### src/rtl/bus_arbiter_if.sv
// Shared-bus signal bundle between the CPU/DMA requesters, the arbiter and the memory port.
// The arbiter connects through the slave modport; requesters and memory use master.
interface bus_arbiter_if #(
   parameter int ADDR_W = 10,
   parameter int DATA_W = 8
);
   logic              breq_;
   logic              bgrt_;
   logic [ADDR_W-1:0] cpu_addr;
   logic [DATA_W-1:0] cpu_wdata;
   logic              cpu_rw_;
   logic              dma_req_;
   logic              dma_gnt_;
   logic [ADDR_W-1:0] dma_addr;
   logic [DATA_W-1:0] dma_wdata;
   logic              dma_rw_;
   logic              eop_;
   logic              dma_preempt;
   logic              mem_en;
   logic              mem_rw_;
   logic [ADDR_W-1:0] mem_addr;
   logic [DATA_W-1:0] mem_wdata;

   modport slave (
      input  breq_, cpu_addr, cpu_wdata, cpu_rw_,
      input  dma_req_, dma_addr, dma_wdata, dma_rw_, eop_,
      output bgrt_, dma_gnt_, dma_preempt,
      output mem_en, mem_rw_, mem_addr, mem_wdata
   );

   modport master (
      output breq_, cpu_addr, cpu_wdata, cpu_rw_,
      output dma_req_, dma_addr, dma_wdata, dma_rw_, eop_,
      input  bgrt_, dma_gnt_, dma_preempt,
      input  mem_en, mem_rw_, mem_addr, mem_wdata
   );
endinterface

### src/rtl/bus_arbiter.sv
// CPU/DMA shared-bus arbiter: grants one owner at a time, muxes it onto the memory port,
// caps DMA tenure while the CPU waits and inserts one dead cycle on every ownership change.
module bus_arbiter #(
   parameter int ADDR_W      = 10,
   parameter int DATA_W      = 8,
   parameter int MAX_DMA_CYC = 16
) (
   input  logic         clk,
   input  logic         reset,
   bus_arbiter_if.slave bus
);

   typedef enum logic [1:0] {
      IDLE     = 2'd0,
      CPU_OWN  = 2'd1,
      DMA_OWN  = 2'd2,
      HANDOVER = 2'd3
   } state_t;

   typedef enum logic {
      OWNER_CPU = 1'b0,
      OWNER_DMA = 1'b1
   } owner_t;

   localparam int              CNT_W    = (MAX_DMA_CYC > 2) ? $clog2(MAX_DMA_CYC) : 1;
   localparam logic [CNT_W-1:0] CNT_LAST = CNT_W'(MAX_DMA_CYC - 1);

   state_t            r_state;
   state_t            w_nextState;
   logic [CNT_W-1:0]  r_burstCnt;
   logic [CNT_W-1:0]  w_nextBurstCnt;
   owner_t            r_lastOwner;
   owner_t            w_nextLastOwner;
   logic              r_dmaPreempt;
   logic              w_preemptNow;

   logic              w_cpuWants;
   logic              w_dmaWants;
   logic              w_eopSeen;

   logic              w_memEn;
   logic              w_memRw;
   logic [ADDR_W-1:0] w_memAddr;
   logic [DATA_W-1:0] w_memWdata;

   assign w_cpuWants = ~bus.breq_;
   assign w_dmaWants = ~bus.dma_req_;
   assign w_eopSeen  = ~bus.eop_;

   // State, tenure counter, round-robin history and the registered preempt pulse.
   always_ff @(posedge clk or posedge reset) begin
      if (reset) begin
         r_state      <= IDLE;
         r_burstCnt   <= '0;
         r_lastOwner  <= OWNER_CPU;
         r_dmaPreempt <= 1'b0;
      end else begin
         r_state      <= w_nextState;
         r_burstCnt   <= w_nextBurstCnt;
         r_lastOwner  <= w_nextLastOwner;
         r_dmaPreempt <= w_preemptNow;
      end
   end

   // Next-state logic; every exit from an owned state passes through HANDOVER.
   always_comb begin
      w_nextState     = r_state;
      w_nextBurstCnt  = r_burstCnt;
      w_nextLastOwner = r_lastOwner;
      w_preemptNow    = 1'b0;

      case (r_state)
         IDLE: begin
            if (w_cpuWants) begin
               w_nextState = CPU_OWN;
            end else if (w_dmaWants) begin
               w_nextState = DMA_OWN;
            end
         end

         CPU_OWN: begin
            if (!w_cpuWants) begin
               w_nextState     = HANDOVER;
               w_nextLastOwner = OWNER_CPU;
            end
         end

         DMA_OWN: begin
            if (r_burstCnt != CNT_LAST) begin
               w_nextBurstCnt = r_burstCnt + 1'b1;
            end
            // A voluntary release or end-of-process takes precedence over the cap.
            if (!w_dmaWants || w_eopSeen) begin
               w_nextState     = HANDOVER;
               w_nextLastOwner = OWNER_DMA;
               w_nextBurstCnt  = '0;
            end else if (w_cpuWants && (r_burstCnt == CNT_LAST)) begin
               w_nextState     = HANDOVER;
               w_nextLastOwner = OWNER_DMA;
               w_nextBurstCnt  = '0;
               w_preemptNow    = 1'b1;
            end
         end

         HANDOVER: begin
            if ((r_lastOwner == OWNER_CPU) && w_dmaWants) begin
               w_nextState = DMA_OWN;
            end else if ((r_lastOwner == OWNER_DMA) && w_cpuWants) begin
               w_nextState = CPU_OWN;
            end else if (w_cpuWants) begin
               w_nextState = CPU_OWN;
            end else if (w_dmaWants) begin
               w_nextState = DMA_OWN;
            end else begin
               w_nextState = IDLE;
            end
         end

         default: begin
            w_nextState = IDLE;
         end
      endcase
   end

   // Memory port follows the owner; idle and dead cycles park it on a harmless read of 0.
   always_comb begin
      w_memEn    = 1'b0;
      w_memRw    = 1'b1;
      w_memAddr  = '0;
      w_memWdata = '0;
      case (r_state)
         CPU_OWN: begin
            w_memEn    = 1'b1;
            w_memRw    = bus.cpu_rw_;
            w_memAddr  = bus.cpu_addr;
            w_memWdata = bus.cpu_wdata;
         end
         DMA_OWN: begin
            w_memEn    = 1'b1;
            w_memRw    = bus.dma_rw_;
            w_memAddr  = bus.dma_addr;
            w_memWdata = bus.dma_wdata;
         end
         default: begin
            w_memEn = 1'b0;
         end
      endcase
   end

   assign bus.bgrt_       = (r_state != CPU_OWN);
   assign bus.dma_gnt_    = (r_state != DMA_OWN);
   assign bus.dma_preempt = r_dmaPreempt;
   assign bus.mem_en      = w_memEn;
   assign bus.mem_rw_     = w_memRw;
   assign bus.mem_addr    = w_memAddr;
   assign bus.mem_wdata   = w_memWdata;

   // Exclusive grants and a quiet memory port whenever nobody holds the bus.
   assert property (@(posedge clk) disable iff (reset) (bus.bgrt_ || bus.dma_gnt_));
   assert property (@(posedge clk) disable iff (reset)
                    ((bus.bgrt_ && bus.dma_gnt_) |-> !bus.mem_en));

endmodule

### src/flat_wrapper.sv
// flat-port wrapper written by rule: the top's interface ports become plain ports
module bus_arbiter_flat 
#(
   parameter int ADDR_W      = 10,
   parameter int DATA_W      = 8,
   parameter int MAX_DMA_CYC = 16
)
  (clk, reset, bus_breq_, bus_cpu_addr, bus_cpu_wdata, bus_cpu_rw_, bus_dma_req_, bus_dma_addr, bus_dma_wdata, bus_dma_rw_, bus_eop_, bus_bgrt_, bus_dma_gnt_, bus_dma_preempt, bus_mem_en, bus_mem_rw_, bus_mem_addr, bus_mem_wdata);
  bus_arbiter_if #(.ADDR_W(ADDR_W), .DATA_W(DATA_W)) bus_i ();
  input  logic clk;
  input  logic reset;
  input wire logic [$bits(bus_i.breq_)-1:0] bus_breq_;
  input wire logic [$bits(bus_i.cpu_addr)-1:0] bus_cpu_addr;
  input wire logic [$bits(bus_i.cpu_wdata)-1:0] bus_cpu_wdata;
  input wire logic [$bits(bus_i.cpu_rw_)-1:0] bus_cpu_rw_;
  input wire logic [$bits(bus_i.dma_req_)-1:0] bus_dma_req_;
  input wire logic [$bits(bus_i.dma_addr)-1:0] bus_dma_addr;
  input wire logic [$bits(bus_i.dma_wdata)-1:0] bus_dma_wdata;
  input wire logic [$bits(bus_i.dma_rw_)-1:0] bus_dma_rw_;
  input wire logic [$bits(bus_i.eop_)-1:0] bus_eop_;
  output wire logic [$bits(bus_i.bgrt_)-1:0] bus_bgrt_;
  output wire logic [$bits(bus_i.dma_gnt_)-1:0] bus_dma_gnt_;
  output wire logic [$bits(bus_i.dma_preempt)-1:0] bus_dma_preempt;
  output wire logic [$bits(bus_i.mem_en)-1:0] bus_mem_en;
  output wire logic [$bits(bus_i.mem_rw_)-1:0] bus_mem_rw_;
  output wire logic [$bits(bus_i.mem_addr)-1:0] bus_mem_addr;
  output wire logic [$bits(bus_i.mem_wdata)-1:0] bus_mem_wdata;
  assign bus_i.breq_ = bus_breq_;
  assign bus_i.cpu_addr = bus_cpu_addr;
  assign bus_i.cpu_wdata = bus_cpu_wdata;
  assign bus_i.cpu_rw_ = bus_cpu_rw_;
  assign bus_i.dma_req_ = bus_dma_req_;
  assign bus_i.dma_addr = bus_dma_addr;
  assign bus_i.dma_wdata = bus_dma_wdata;
  assign bus_i.dma_rw_ = bus_dma_rw_;
  assign bus_i.eop_ = bus_eop_;
  assign bus_bgrt_ = bus_i.bgrt_;
  assign bus_dma_gnt_ = bus_i.dma_gnt_;
  assign bus_dma_preempt = bus_i.dma_preempt;
  assign bus_mem_en = bus_i.mem_en;
  assign bus_mem_rw_ = bus_i.mem_rw_;
  assign bus_mem_addr = bus_i.mem_addr;
  assign bus_mem_wdata = bus_i.mem_wdata;
  bus_arbiter #(.ADDR_W(ADDR_W), .DATA_W(DATA_W), .MAX_DMA_CYC(MAX_DMA_CYC)) u_core (.clk(clk), .reset(reset), .bus(bus_i));
endmodule
### config.mk
export PLATFORM = sky130hd
export DESIGN_NAME = bus_arbiter_flat
export DESIGN_NICKNAME = d
export VERILOG_FILES = /design/src/rtl/bus_arbiter_if.sv /design/src/rtl/bus_arbiter.sv /design/src/flat_wrapper.sv
export SDC_FILE = /design/constraint.sdc
export NUM_CORES = 1
export LEC_CHECK = 0
export CORE_MARGIN = 4
export CORE_UTILIZATION = 30
export CTS_CLUSTER_DIAMETER = 40
export DETAILED_ROUTE_END_ITERATION = 10
export PLACE_DENSITY = 0.78
export SLEW_MARGIN = 5
export SYNTH_ARGS = -nofsm -noshare
export SYNTH_HDL_FRONTEND = slang
export SYNTH_SLANG_ARGS = --single-unit
export TNS_END_PERCENT = 10
### constraint.sdc
create_clock -name clk -period 2.3 [get_ports clk]
set_input_delay 0.23 -clock clk [delete_from_list [all_inputs] [get_ports clk]]
set_output_delay 0.23 -clock clk [all_outputs]
set_load 0.005 [all_outputs]
==> Word level (Yosys, flattened, before mapping) <==
Cells that the tools add are included.
{ "word_totals": {"out_inout_bits": 23, "register_bits": 8, "wordCells": 54} }
{ "classes": {"n_eq_ne": 10, "n_bitwise": 4, "n_reduce_logical": 11, "n_mux": 24, "add_sub_neg": 1} }
{ "op_table": {"columns": ["op", "count"], "rows": [
  ["case mux 10 bit (2 select lines)", 1],
  ["2-to-1 mux 2 bit", 9],
  ["case mux 8 bit (2 select lines)", 1],
  ["2-to-1 mux 4 bit", 3],
  ["case mux 2 bit (4 select lines)", 1],
  ["2-to-1 mux 1 bit", 7],
  ["AND reduction 3 bit", 2],
  ["adder 4 x 1 -> 4 bit (second input constant)", 1],
  ["== test 2 bit (second input constant)", 2],
  ["== test 4 bit (second input constant)", 1],
  ["!= test 2 bit (second input constant)", 2],
  ["!= test 4 bit (second input constant)", 1],
  ["NOT 1 bit", 4],
  ["case mux 1 bit (2 select lines)", 2],
  ["logical AND 1 bit", 3],
  ["!= test 3 x 1 -> 1 bit (second input constant)", 1],
  ["!= test 3 bit (second input constant)", 1],
  ["nonzero test 3 bit", 1],
  ["== test 2 x 1 -> 1 bit (second input constant)", 1],
  ["logical NOT 2 bit", 1],
  ["!= test 2 x 1 -> 1 bit (second input constant)", 1],
  ["AND reduction 2 bit", 1],
  ["nonzero test 2 bit", 1],
  ["OR reduction 2 bit", 1],
  ["logical OR 1 bit", 1]
]} }

==> Depth between registers and ports, before layout <==
{ "logic_depth": {"ltp_word": 5, "mapped_depth": 6} }

==> Worst setup path before layout <==
OpenSTA, ideal clock, no wires.
{ "synth_path": {"path_type": "register to register", "from": "register u_core.r_state[0]", "to": "register u_core.r_state[0]", "setup_slack_ns": 0.745, "required_time_ns": 2.175, "t_arrival_ns": 1.430, "path_stages_with_launch": 7, "n_path_buf": 1, "period_less_slack_ns": 1.555, "cell_sequence": "dfrtp_1 -> inv_1 -> ha_1 -> buf_2 -> nand3b_2 -> o211ai_2 -> mux2_4"} }
{ "synth_via": {"elab_chain_cells": 3, "elab_cells_between_ends": 9, "cone_classes": "eq/ne: 6; mux: 1; reduce/logical: 2"} }
{ "synth_lines": {"columns": ["element", "line_no", "source"], "rows": [
  ["start, declared", "bus_arbiter.sv:28", "state_t r_state;"],
  ["start signal, assigned", "bus_arbiter.sv:58", "r_state <= w_nextState;"],
  ["== test 2 bit (tied with other cells)", "bus_arbiter.sv:72", "case (r_state)"],
  ["!= test 3 x 1 -> 1 bit (no source line) (tied with other cells)", null, null],
  ["AND reduction 3 bit (no source line)", null, null]
]} }
Several ways; a longest one is shown, not always the timed one.
A chain may end at the register's enable or synchronous reset.

==> Final worst setup path <==
{ "layout_path": {"from": "register u_core.r_state[0]", "to": "output port bus_mem_addr[4]"} }
{ "layout_via": {"elab_chain_cells": 2, "elab_cells_between_ends": 3, "cone_classes": "eq/ne: 2; mux: 1"} }
{ "layout_lines": {"columns": ["element", "line_no", "source"], "rows": [
  ["== test 2 bit or == test 2 x 1 -> 1 bit (tied branches)", "bus_arbiter.sv:131", "case (r_state)"],
  ["case mux 10 bit (2 select lines) (*)", "bus_arbiter.sv:131", null],
  ["end, declared", "flat_wrapper.sv:26", "output wire logic [$bits(bus_i.mem_addr)-1:0] bus_mem_addr;"]
]} }
Mark *: on every way between the ends. The rest lies on a longest branch, timed or not.

==> summary.md <==
| Metric | Value |
|---|---|
| CTS Buffer Depth | 2 |
| Placed cell count | 191 |
| Synthesized Nets | 149 |
| Maximum VDD drop | 0.829 mV |
| Cell taking the most area after synthesis | dfrtp_1 |
| Mux contribution to synthesized area | 4.69% |
| Synth-to-Final Area Change | 83.6% |
| Vias in the first global route | 1074 |
| Layout cell share with drive strength beyond 1 | 7.98% |
| Num CTS Buffers | 3 |
| Post-synth top cells | 20 x nor2b_1, 19 x a22oi_1, 8 x dfrtp_1, 7 x inv_1, 6 x ha_1 |
| Vias | 984 |
| Startpoint Class | flip-flop |
| Crit Path Class | flip-flop to output pin |
| Clk_skew | 0.00788 ns |
| CP Data Required Time | 2.07 ns |
| WP depth | 6 |
| Worst setup EP type | output pin |
| Combinational power share | 80.3% |
| Max incr delay on CP | 0.52 ns |
| Synth Area in Compound Gates | 28.6% |
| Post-Synth XOR/XNOR Area | 0% |
| Final setup fails | 0 |
| Pin count of the biggest net entering global routing | 25 |
| Initial core utilization | 31.2% |
| Die ar. | 3760 µm² |
| Initial antenna violation count | 0 |
| Power per Cell Area | 1120 nW/µm² |
| NetSw | 0.662 mW |
| Number of synthesized register bits | 8 |
| Final hold violations | 0 |
| Top-count cell post-synth | nor2b_1 |
| Row count | 19 |
| First-pass GRT wire length | 4380 µm |
| Worst reg2reg setup slack | 0.48 ns |
| Buffers on Ports | 65 |
| Sw frac | 37.8% |
| Routed WL | 2860 µm |
| RSZ-0062 raised after global routing | yes |
| Die H | 61.3 µm |
| Fin area | 1570 µm² |
| Io pins | 66 |
| Antenna cells | 0 |
| Max-cap violation count | 0 |
| Cell Count, Final, Fillers Out | 194 |
| Final ANT Viol Nets | 0 |
| Gr usage total | 15.5% |
| CP delay by family, top | buffers and inverters |
| Synth unique cells | 31 |
| Max-slew headroom | 78.2% |
| Final min period | 2.15 ns |
| Critical R2R Capture | u_core.r_state[0] |
| Final #Nets | 214 |
| Reg clk slew, reported paths | 0.06 ns |
| Fill cell count | 237 |
| 1st-iter DRT viols | 30 |
| Clock Latency Late Sink | 0.26 ns |
| Chip width | 61.3 µm |
| Number of enable flip-flop cells after synthesis | 0 |
| Clk pwr share | 6.2% |
| Slew @ Worst Pin | 0.323 ns |
| # Post-CTS Setup Buffers | 0 |
| Ranking of synthesized cells by area | dfrtp_1 23%, a22oi_1 17%, nor2b_1 15% |
| Routability cong. | 0.792 |
| Status | finished, final reports clean |
| Vias per cell | 5.07 |
| Seq pwr share | 13.5% |
| DRC | 0 |
| Final Cycle Share | 93.5% |
| Drt wl/cell | 14.7 µm |
| Cell depth of the worst flop-to-flop path | 6 |
| Fmax | 465 MHz |
| Global route overflow | 0 |
| Synth async-reset ratio | 100% |
| Primary FF master, synth | dfrtp_1 |
| Internal | 1.09 mW |
| Post-Syn Instances | 100 |
| Crit path buf inv count | 3 |
| H-tree levels | 1 |
| HP Class | input port to async pin |
| Arrival time worst endpoint | 1.92 ns |
| Synthesized area per cell | 8.53 µm² |
| Post-synthesis adder-cell area fraction | 8.80% |
| Clock sink total | 8 |
| Core box area | 2730 µm² |
| YS warnings | 0 |
| Crit path cell chain | inv_2 > ha_1 > buf_4 > a22oi_1 > nor2b_1 > clkdlybuf4s50_1 |
| Detailed Place HPWL | 2340 µm |
| Mapped cell area | 853 µm² |
| CP max-delay cell | clkdlybuf4s50_1 |
| Placed Area | 1520 µm² |
| Largest family of logic cells by synthesized area | compound AO/OA/AOI/OAI gates |
| Synth top area share | 23.5% |
| CTS tree | done |
| Final Total Pwr | 1.75 mW |
| Post-synthesis simple-gate area fraction | 26.5% |
| Pleak | 0.612 nW |
| Post-synthesis sequential area ratio | 23.5% |
| Fin. max-slew vios | 0 |
| R2R Path Start | u_core.r_state[0] |
| Root Driver | clkbuf_4 |
| CP Max Fanout | 12 |
| TritonRoute pass-1 iters | 4 |
[power by group through the flow]
stage          logic [mW]  clock network [mW]  registers [mW]
2_1_floorplan       0.738                   0           0.223
3_3_place_gp         1.33                   0           0.229
3_5_place_dp         1.35                   0           0.235
4_1_cts              1.37               0.115           0.232
5_1_grt              1.55               0.120           0.245
6_report             1.41               0.109           0.236
[area by class of cell]
type | instances | area [µm²] | share of cell area [%]
timing repair buffer | 68 | 681 | 43.5
multi-input combinational | 77 | 598 | 38.2
sequential | 8 | 200 | 12.8
tap | 31 | 38.8 | 2.48
inverter | 7 | 26.3 | 1.68
clock buffer | 3 | 22.5 | 1.44
[state kept, by name, summed over array words and instances (netlist names)]
name                    count
u_core.r_burstCnt           4
u_core.r_state              2
u_core.bus.dma_preempt      1
u_core.r_lastOwner          1
[stage by stage]
stage                     hold slack (ns)  setup WS (ns)  setup TNS (ns)  utilization (%)
after floorplan                    0.0457          0.745               0                -
after CTS                           0.225         0.0585               0             56.7
after global placement              0.499          0.264               0             55.7
after detailed placement            0.506          0.207               0             55.7
after global routing                0.249       -0.00520        -0.00520             57.3
final                               0.215          0.150               0             57.3
[worst max-delay path by stage]
| stage | from | slack (ns) | endpoint |
|---|---|---|---|
| final | u_core.r_state[0] | 0.15 | bus_mem_addr[4] |
| after global placement | u_core.r_state[0] | 0.26 | bus_mem_addr[4] |
| after CTS | u_core.r_state[0] | 0.06 | bus_mem_wdata[4] |
| after floorplan | u_core.r_state[0] | 0.74 | u_core.r_state[0] |
| after global routing | u_core.r_state[0] | -0.005 | bus_mem_addr[6] |
| after detailed placement | u_core.r_state[0] | 0.21 | bus_mem_wdata[4] |
[worst register-to-register path, delay by kind of cell (launching register included)]
| family | cells | cell delay [ns] |
|---|---|---|
| buffers and inverters | 2 | 0.31 |
| muxes | 1 | 0.33 |
| DFF | 1 | 0.42 |
| adders and majority gates | 1 | 0.20 |
| AOI/OAI and AO/OA | 1 | 0.28 |
| and+or+nand+nor | 1 | 0.17 |
[cell families after synthesis]
group	count (synthesis)
flip-flops	8
AND/OR/NAND/NOR	36
multiplexers	3
buffers and inverters	15
adder cells (fa/ha/maj)	6
AO/OA/AOI/OAI	32
[cell usage in the layout, fill, tap and decap left out, drive strengths merged, types with 2 or more instances in the layout]
master,instances
a21oi,2
a22oi,19
and4b,2
buf,3
clkbuf,3
clkdlybuf4s50,65
dfrtp,8
ha,6
inv,7
mux2,2
nand2,3
nand2b,4
nand3,2
nor2b,20
o211ai,3
o21ai,2
[per-layer routing]
| metal | track usage (%) | routed length, µm | up-vias |
|---|---|---|---|
| li1 | - | - | 495 |
| met1 | 17.1 | 1110 | 449 |
| met2 | 28.5 | 1530 | 38 |
| met3 | 3.77 | 198 | 2 |
| met4 | 5.45 | 20 | 0 |
| met5 | 0 | 0 | - |
[timing repair]
item / 4_1_cts / 5_1_grt
resized for setup: 1 / 5
setup endpoints to repair: 18 / 18
hold buffers: 0 / 0
(Power assumes the default switching activity.)
